<file path="src/rtl/alarm_ctrl_pkg.sv">
// Shared types, constants and time-of-day arithmetic for the alarm controller
// and other consumers of the seconds-since-midnight counter.
package alarm_ctrl_pkg;

  typedef logic [16:0] counter_t;
  typedef logic        flag_t;

  localparam counter_t    COUNTER_MAX  = 17'd86399;
  localparam logic [17:0] SECS_PER_DAY = 18'd86400;

  typedef enum logic [1:0] {
    ST_DISABLED = 2'd0,
    ST_ARMED    = 2'd1,
    ST_RINGING  = 2'd2,
    ST_SNOOZED  = 2'd3
  } alarm_state_e;

  // Time-of-day add without a divider: both operands are below one day, so
  // a single conditional subtract is enough.
  function automatic counter_t mod_day_add(input counter_t a, input counter_t b);
    logic [17:0] sum;
    sum = {1'b0, a} + {1'b0, b};
    if (sum >= SECS_PER_DAY) sum = sum - SECS_PER_DAY;
    return sum[16:0];
  endfunction

endpackage

</file>
<file path="src/rtl/alarm_ctrl_sec_tick_detect.sv">
// Flags the cycle on which the seconds counter takes a new value. Usable by
// any per-second consumer of the counter.
module sec_tick_detect
  import alarm_ctrl_pkg::*;
(
  input  logic     clock,
  input  logic     reset,
  input  counter_t count,
  output flag_t    new_sec
);

  counter_t prev;
  logic     prev_valid;

  // NOTE: sequential state uses non-blocking assignments so every register
  // samples the pre-edge values and simulation matches the synthesized flops.
  always_ff @(posedge clock or posedge reset) begin
    if (reset) begin
      prev       <= '0;
      prev_valid <= 1'b0;
    end else begin
      prev       <= count;
      prev_valid <= 1'b1;
    end
  end

  // prev is meaningless until it has sampled once, hence the qualifier.
  assign new_sec = prev_valid && (count != prev);

endmodule

</file>
<file path="src/rtl/alarm_ctrl.sv">
// Alarm setpoint holder and ring/snooze/dismiss state machine driving the
// alarm flag for the output formatter.
module alarm_ctrl
  import alarm_ctrl_pkg::*;
#(
  parameter int unsigned SNOOZE_SECS       = 540,
  parameter int unsigned RING_TIMEOUT_SECS = 3600
) (
  input  logic     clock,
  input  logic     reset,
  input  counter_t counter_state,
  input  logic     set_valid,
  input  counter_t set_value,
  output logic     set_ready,
  output flag_t    set_error,
  input  logic     enable_toggle,
  input  logic     snooze,
  input  logic     dismiss,
  output counter_t alarm_setpoint,
  output flag_t    alarm_armed,
  output flag_t    alarm_state
);

  localparam counter_t    SNOOZE_DELAY = counter_t'(SNOOZE_SECS);
  localparam logic [15:0] RING_LAST    = 16'(RING_TIMEOUT_SECS - 1);

  alarm_state_e state, state_n;
  logic [15:0]  ring_cnt, ring_cnt_n;
  counter_t     snooze_tgt, snooze_tgt_n;
  flag_t        new_sec;
  logic         set_fire;

  sec_tick_detect u_tick (
    .clock   (clock),
    .reset   (reset),
    .count   (counter_state),
    .new_sec (new_sec)
  );

  // NOTE: every combinational output gets a default first, so no path through
  // the case statement can leave a value unassigned and infer a latch.
  always_comb begin
    state_n      = state;
    ring_cnt_n   = ring_cnt;
    snooze_tgt_n = snooze_tgt;
    if (enable_toggle) begin
      state_n = (state == ST_DISABLED) ? ST_ARMED : ST_DISABLED;
    end else begin
      case (state)
        ST_ARMED: begin
          if (new_sec && counter_state == alarm_setpoint) begin
            state_n    = ST_RINGING;
            ring_cnt_n = '0;
          end
        end
        ST_RINGING: begin
          if (dismiss) begin
            state_n = ST_ARMED;
          end else if (snooze) begin
            state_n      = ST_SNOOZED;
            snooze_tgt_n = mod_day_add(counter_state, SNOOZE_DELAY);
          end else if (new_sec) begin
            if (ring_cnt == RING_LAST) state_n = ST_ARMED;
            else ring_cnt_n = ring_cnt + 16'd1;
          end
        end
        ST_SNOOZED: begin
          if (dismiss) begin
            state_n = ST_ARMED;
          end else if (new_sec && counter_state == snooze_tgt) begin
            state_n    = ST_RINGING;
            ring_cnt_n = '0;
          end
        end
        default: ;
      endcase
    end
  end

  always_ff @(posedge clock or posedge reset) begin
    if (reset) begin
      state      <= ST_DISABLED;
      ring_cnt   <= '0;
      snooze_tgt <= '0;
    end else begin
      state      <= state_n;
      ring_cnt   <= ring_cnt_n;
      snooze_tgt <= snooze_tgt_n;
    end
  end

  // The match above reads the pre-edge setpoint, so a load on the same edge
  // never affects that edge's comparison.
  assign set_ready = (state == ST_DISABLED) || (state == ST_ARMED);
  assign set_fire  = set_valid && set_ready;

  always_ff @(posedge clock or posedge reset) begin
    if (reset) begin
      alarm_setpoint <= '0;
      set_error      <= 1'b0;
    end else begin
      set_error <= set_fire && (set_value > COUNTER_MAX);
      if (set_fire && set_value <= COUNTER_MAX) alarm_setpoint <= set_value;
    end
  end

  assign alarm_armed = (state != ST_DISABLED);
  assign alarm_state = (state == ST_RINGING);

endmodule

</file>
<file path="config.mk">
export PLATFORM = sky130hd
export DESIGN_NAME = alarm_ctrl
export DESIGN_NICKNAME = d
export VERILOG_FILES = /design/src/rtl/alarm_ctrl_pkg.sv /design/src/rtl/alarm_ctrl_sec_tick_detect.sv /design/src/rtl/alarm_ctrl.sv
export SDC_FILE = /design/constraint.sdc
export NUM_CORES = 1
export LEC_CHECK = 0
export ABC_AREA = 1
export BUFFER_PORTS_ARGS = -buffer_cell sky130_fd_sc_hd__buf_2
export CORE_UTILIZATION = 59
export CTS_CLUSTER_DIAMETER = 60
export CTS_CLUSTER_SIZE = 16
export DETAILED_ROUTE_END_ITERATION = 10
export PLACE_DENSITY = 0.88
export SKIP_LAST_GASP = 1
export SYNTH_ARGS = -nofsm -noshare
export SYNTH_HDL_FRONTEND = slang
export SYNTH_SLANG_ARGS = --single-unit
</file>
<file path="constraint.sdc">
create_clock -name clock -period 3.2 [get_ports clock]
set_input_delay 0.64 -clock clock [delete_from_list [all_inputs] [get_ports clock]]
set_output_delay 0.64 -clock clock [all_outputs]
set_load 0.01 [all_outputs]
</file>
==> reports/results.tsv, run 1 <==
metric	value	unit
CP top delay family	simple AND/OR/NAND/NOR gates	
max cap viols	0	
drt pass-1 iters	5	
CP bufs+invs	3	
later-pin clock latency in the skew report	360	ps
DRT Wirelength	12200	um
worst hold path type	in2async	
die height	91.5	um
P per Cell Area	476	nW/um2
crit-path cells	buf_2, inv_1, ha_1, nand2_1, nand2_1, o21ai_0, nand2_1, inv_1, nand2_1, nand3_1, nand3_2, nand3_2, nand2_1, nand2_1, nand2_1, nand2_1	
initial antenna violation count	0	
area delta synth->final	10.7	%
Via Count	4657	
Non-Filler Instances	847	
critical path required time	3500	ps
ys flop type	dfrtp_1	
fin area	5230	um2
Yosys reg bits	71	
cell with the most instances after synthesis	nand2_1	
CTS resizes	0	
final max-slew violation count	0	
cell count along the critical path	16	
synthesized area	4730	um2
Placed Area	5040	um2
Final ANT Viol Nets	0	
post-synthesis sequential area ratio	37.6	%
Hold WS	277	ps
fin util	67.7	%
Root Buffer Master	clkbuf_8	
I/O Buffers	60	
vias per std cell	5.50	
Row Count	32	
Worst VDD drop	0.377	mV
largest net degree at the start of global routing	53	
max incr delay on CP	220	ps
H-tree Lvls	3	
drt first-iter violations	340	
TritonCTS Buffers	9	
RSZ-0062 raised after global routing	false	
overall global routing resource usage	31.1	%
clk buf depth	2	
Worst-path clk slew	90	ps
CTS sink count	71	
setup tns final	0	ps
Slowest cell on crit path	o21ai_0	
DRC viols	0	
gr ovfl total	0	
final period utilization	74.4	%
Placed Cells	832	
Hold Fails Final Rpt	0	
Area contributors post-synth	dfrtp_1, nand2_1, nand3_1, inv_1, nor2_1	
# setup viols final	0	
kind of critical path	in2reg	
Final WS setup	821	ps
Max Freq	0.420	GHz
library cells used by synthesis	39	
FFs w/ async S/R, synth	100	%
R2R depth	11	
syn nets	732	
area leader, netlist	dfrtp_1	
I/O Pins	61	
WP data arrival	2680	ps
Post-CTS Setup Inserts	0	
share of layout cells above drive strength 1	15.2	%
clock skew	12.2	ps
first-pass GRT wire length	20500	um
WL/cell	14.4	um
Synth top area share	37.6	%
vias in the first global route	4500	
crit start category	input port	
CTS tree	done	
DP HPWL	8970	um
top cells by count, synth	nand2_1, dfrtp_1, inv_1	
Post-CTS Hold Buffers	0	
CP endpoint kind	register	
YS warnings	0	
flop-to-flop setup slack	980	ps
Syn Inst Count	689	
Tot Pwr	2.49	mW
Avg Inst Size Synth	6.86	um2
status	complete, no violations	
# nets final	784	
# diodes	0	
Die Span X	91.5	um
fin crit period	2380	ps
Die Footprint	8370	um2
CP dominant cell by count	nand2_1	
Leak Pwr	2.75	nW
Core Area	7730	um2
gpl congestion	0.986	
Max FO, Critical Path	11	
dpl ws	484	ps
EDFF count, synth	0	
Initial Util	61.2	%
## worst paths after layout
path | from | endpoint
hold / removal | reset | u_tick.prev[16]$_DFF_PP0_
max in group asynchronous | reset | state[0]$_DFFE_PP0P_
setup reg to reg | ring_cnt[0]$_DFFE_PP0P_ | ring_cnt[3]$_DFFE_PP0P_
min in group clock | counter_state[1] | u_tick.prev[1]$_DFF_PP0_
setup / recovery | counter_state[2] | snooze_tgt[10]$_DFFE_PP0P_
hold reg to reg | snooze_tgt[13]$_DFFE_PP0P_ | snooze_tgt[13]$_DFFE_PP0P_
## worst register-to-register path: cells and delay by family, from the launching register on
kind | cells | cell delay (ps)
compound gates | 1 | 150
fa+ha+maj | 1 | 240
buf+inv | 1 | 150
flops | 1 | 440
simple gates | 8 | 1180
## registers in the layout (all words and copies together), names as in the netlist
name,flops
alarm_setpoint,17
ring_cnt,16
set_error,1
snooze_tgt,17
state,2
u_tick.prev,17
u_tick.prev_valid,1
## final cells by class
| cell class | count | area, um2 |
|---|---|---|
| inverter | 82 | 308 |
| clock inverter | 6 | 71.3 |
| timing repair buffer | 65 | 350 |
| tap | 102 | 128 |
| multi-input combinational | 512 | 2470 |
| fill | 665 | 2500 |
| sequential | 71 | 1780 |
| clock buffer | 9 | 124 |
## power by group
group	internal [mW]	switching (mW)
sequential	1.01	0.0989
combinational	0.232	0.406
clock	0.361	0.381
## placed cells by master, fill, tap and decap left out, drive strengths merged, types with 4 or more instances in the layout
master / count
or2: 4
xor2: 24
nand4: 25
o22ai: 6
nand2: 249
a21oi: 4
xnor2: 14
nor2: 69
inv: 82
dfrtp: 71
clkbuf: 9
buf: 65
nand3: 65
o21ai: 27
nor3: 8
## layer usage
| layer | wire (um) | global-route usage, % | part of all wire [%] | vias to the layer above |
|---|---|---|---|---|
| met2 | 5880 | 50.5 | 48 | 214 |
| li1 | - | - | - | 2267 |
| met3 | 898 | 5.36 | 7.4 | 29 |
| met1 | 5180 | 40.8 | 42 | 2147 |
| met4 | 249 | 13.2 | 2.0 | 0 |
| met5 | 0 | 0 | 0 | - |
## cells by family after synthesis
family,count (synthesis),synth area share (%)
XOR/XNOR,38,7.20
AO/OA/AOI/OAI,40,4.61
adder cells (fa/ha/maj),3,0.794
AND/OR/NAND/NOR,429,39.4
buffers and inverters,106,10.1
other,1,0.0793
multiplexers,1,0.238
flip-flops,71,37.6
(Power assumes the default switching activity.)
==> run 2: changes to the inputs <==
clock period = 2.3 ns   (was 3.2 ns; I/O delays follow)
==> reports/results.tsv, run 2 (synthesis gave the netlist of run 1 again) <==
metric	value	unit	change
worst reg2reg endpoint	ring_cnt[11]$_DFFE_PP0P_		was ring_cnt[3]$_DFFE_PP0P_
max cap viols	0		unchanged
CTS sink count	71		unchanged
Initial Util	61.2	%	unchanged
# nets final	817		was 784
Via Count	4806		was 4657
critical path required time	2590	ps	was 3500 ps
gr ovfl total	0		unchanged
Die Span X	91.5	um	unchanged
status	complete, no violations		unchanged
Final ANT Viol Nets	0		unchanged
DRT Wirelength	12900	um	was 12200 um
Hold Fails Final Rpt	0		unchanged
commonest non-fill, non-tap cell in the layout	nand2_1		unchanged
Root Buffer Master	clkbuf_8		unchanged
vias per std cell	5.46		was 5.50
first-pass GRT wire length	21900	um	was 20500 um
I/O Buffers	60		unchanged
Row Count	32		unchanged
CTS tree	done		unchanged
worst hold path type	in2async		unchanged
clk buf depth	2		unchanged
drt first-iter violations	329		was 340
TritonCTS Buffers	9		unchanged
gpl congestion	0.986		unchanged
WL/cell	14.6	um	was 14.4 um
overall global routing resource usage	33.7	%	was 31.1%
RSZ-0062 raised after global routing	false		unchanged
fin crit period	2100	ps	
Worst-path clk slew	90	ps	about the same
# setup viols final	0		unchanged
DP HPWL	9560	um	was 8970 um
share of layout cells above drive strength 1	18.9	%	was 15.2%
largest registers	alarm_setpoint x17, snooze_tgt x17, u_tick.prev x17		unchanged
clock skew	14.0	ps	was 12.2 ps
largest net degree at the start of global routing	35		was 53
Post-CTS Setup Inserts	0		unchanged
# diodes	0		unchanged
die height	91.5	um	unchanged
I/O Pins	61		unchanged
H-tree Lvls	3		unchanged
Max Freq	0.475	GHz	
final max-slew violation count	0		unchanged
Worst R2R Start	ring_cnt[1]$_DFFE_PP0P_		was ring_cnt[0]$_DFFE_PP0P_
kind of critical path	reg2reg		was in2reg
fin util	71.1	%	was 67.7%
CP endpoint kind	register		unchanged
Worst VDD drop	0.422	mV	was 0.377 mV
Max FO, Critical Path	17		was 11
WP data arrival	2390	ps	was 2680 ps
later-pin clock latency in the skew report	360	ps	about the same
Die Footprint	8370	um2	unchanged
flop-to-flop setup slack	200	ps	was 980 ps
R2R depth	12		was 11
drt pass-1 iters	7		was 5
most frequent cells in the layout	nand2_1, dfrtp_1, inv_1, nor2_1, nand3_1		unchanged
P per Cell Area	646	nW/um2	was 476 nW/um2
Leak Pwr	2.92	nW	was 2.75 nW
vias in the first global route	4657		was 4500
initial antenna violation count	0		unchanged
crit start category	register		was input port
DRC viols	0		unchanged
Final WS setup	196	ps	was 821 ps
dpl ws	-54.2	ps	was 484 ps
area delta synth->final	16.3	%	was 10.7%
Core Area	7730	um2	unchanged
final period utilization	91.5	%	
[run 2: how the worst max path moves through the flow]
| stage | from | to | slack (ps) | depth (start not counted) |
|---|---|---|---|---|
| after floorplan | reset | alarm_setpoint[0]$_DFFE_PP0P_ | 40 | 1 |
| after global placement | counter_state[3] | snooze_tgt[8]$_DFFE_PP0P_ | 20 | 16 |
| after detailed placement | counter_state[2] | snooze_tgt[7]$_DFFE_PP0P_ | -50 | 15 |
| after CTS | ring_cnt[1]$_DFFE_PP0P_ | ring_cnt[11]$_DFFE_PP0P_ | 210 | 12 |
| after global routing | ring_cnt[1]$_DFFE_PP0P_ | ring_cnt[5]$_DFFE_PP0P_ | 20 | 12 |
| final | ring_cnt[1]$_DFFE_PP0P_ | ring_cnt[11]$_DFFE_PP0P_ | 200 | 12 |
[run 2: power breakdown]
group | total (mW) | leakage (nW) | switching (mW) | internal [mW]
Sequential | 1.55 | 0.907 | 0.138 | 1.41
Combinational | 0.957 | 1.91 | 0.587 | 0.370
Clock | 1.05 | 0.0989 | 0.512 | 0.534
Total | 3.55 | 2.92 | 1.24 | 2.31
[run 2: routing by layer]
layer / global-route usage, % / vias to the layer above / wire, um
met5: 0 / - / 0
met4: 11.4 / 0 / 270
met3: 7.04 / 33 / 997
met2: 56.3 / 218 / 6310
met1: 43.3 / 2221 / 5310
li1: - / 2334 / -
[run 2: final cells by class]
class	count	area, um2
Clock buffer	10	138
Clock inverter	6	67.6
Fill cell	595	2230
Inverter	82	308
Multi-Input combinational cell	512	2480
Sequential cell	71	1780
Tap cell	102	128
Timing Repair Buffer	98	598
[run 2: what timing repair did]
item	4_1_cts	5_1_grt
resized for setup	0	1
hold buffers	0	0
endpoints found under the hold margin	0	0
setup endpoints to repair	0	1
[run 2: metrics by stage]
stage                     TNS, ps  hold WS [ps]  std cells  cell area (um2)  total power [mW]
after global placement          0           472        865             5280              2.47
after global routing            0          97.9        881             5500              3.75
after CTS                       0          91.0        881             5490              3.55
after floorplan                 0           449        689             4730              2.17
after detailed placement     -323           470        865             5280              2.51
final                           0          84.7        881             5500              3.55
[run 2: worst max-delay path, stage by stage, from the launching register on]
cell     delay (ps)
dfrtp_1         400
ha_1            240
nand2_1         120
nor2_2          120
nand4_1          90
nor4_1          230
buf_4           170
o21ai_0          90
nand2_1         120
inv_2           160
nand2_8         180
nand2_1          60
nand2_1          60
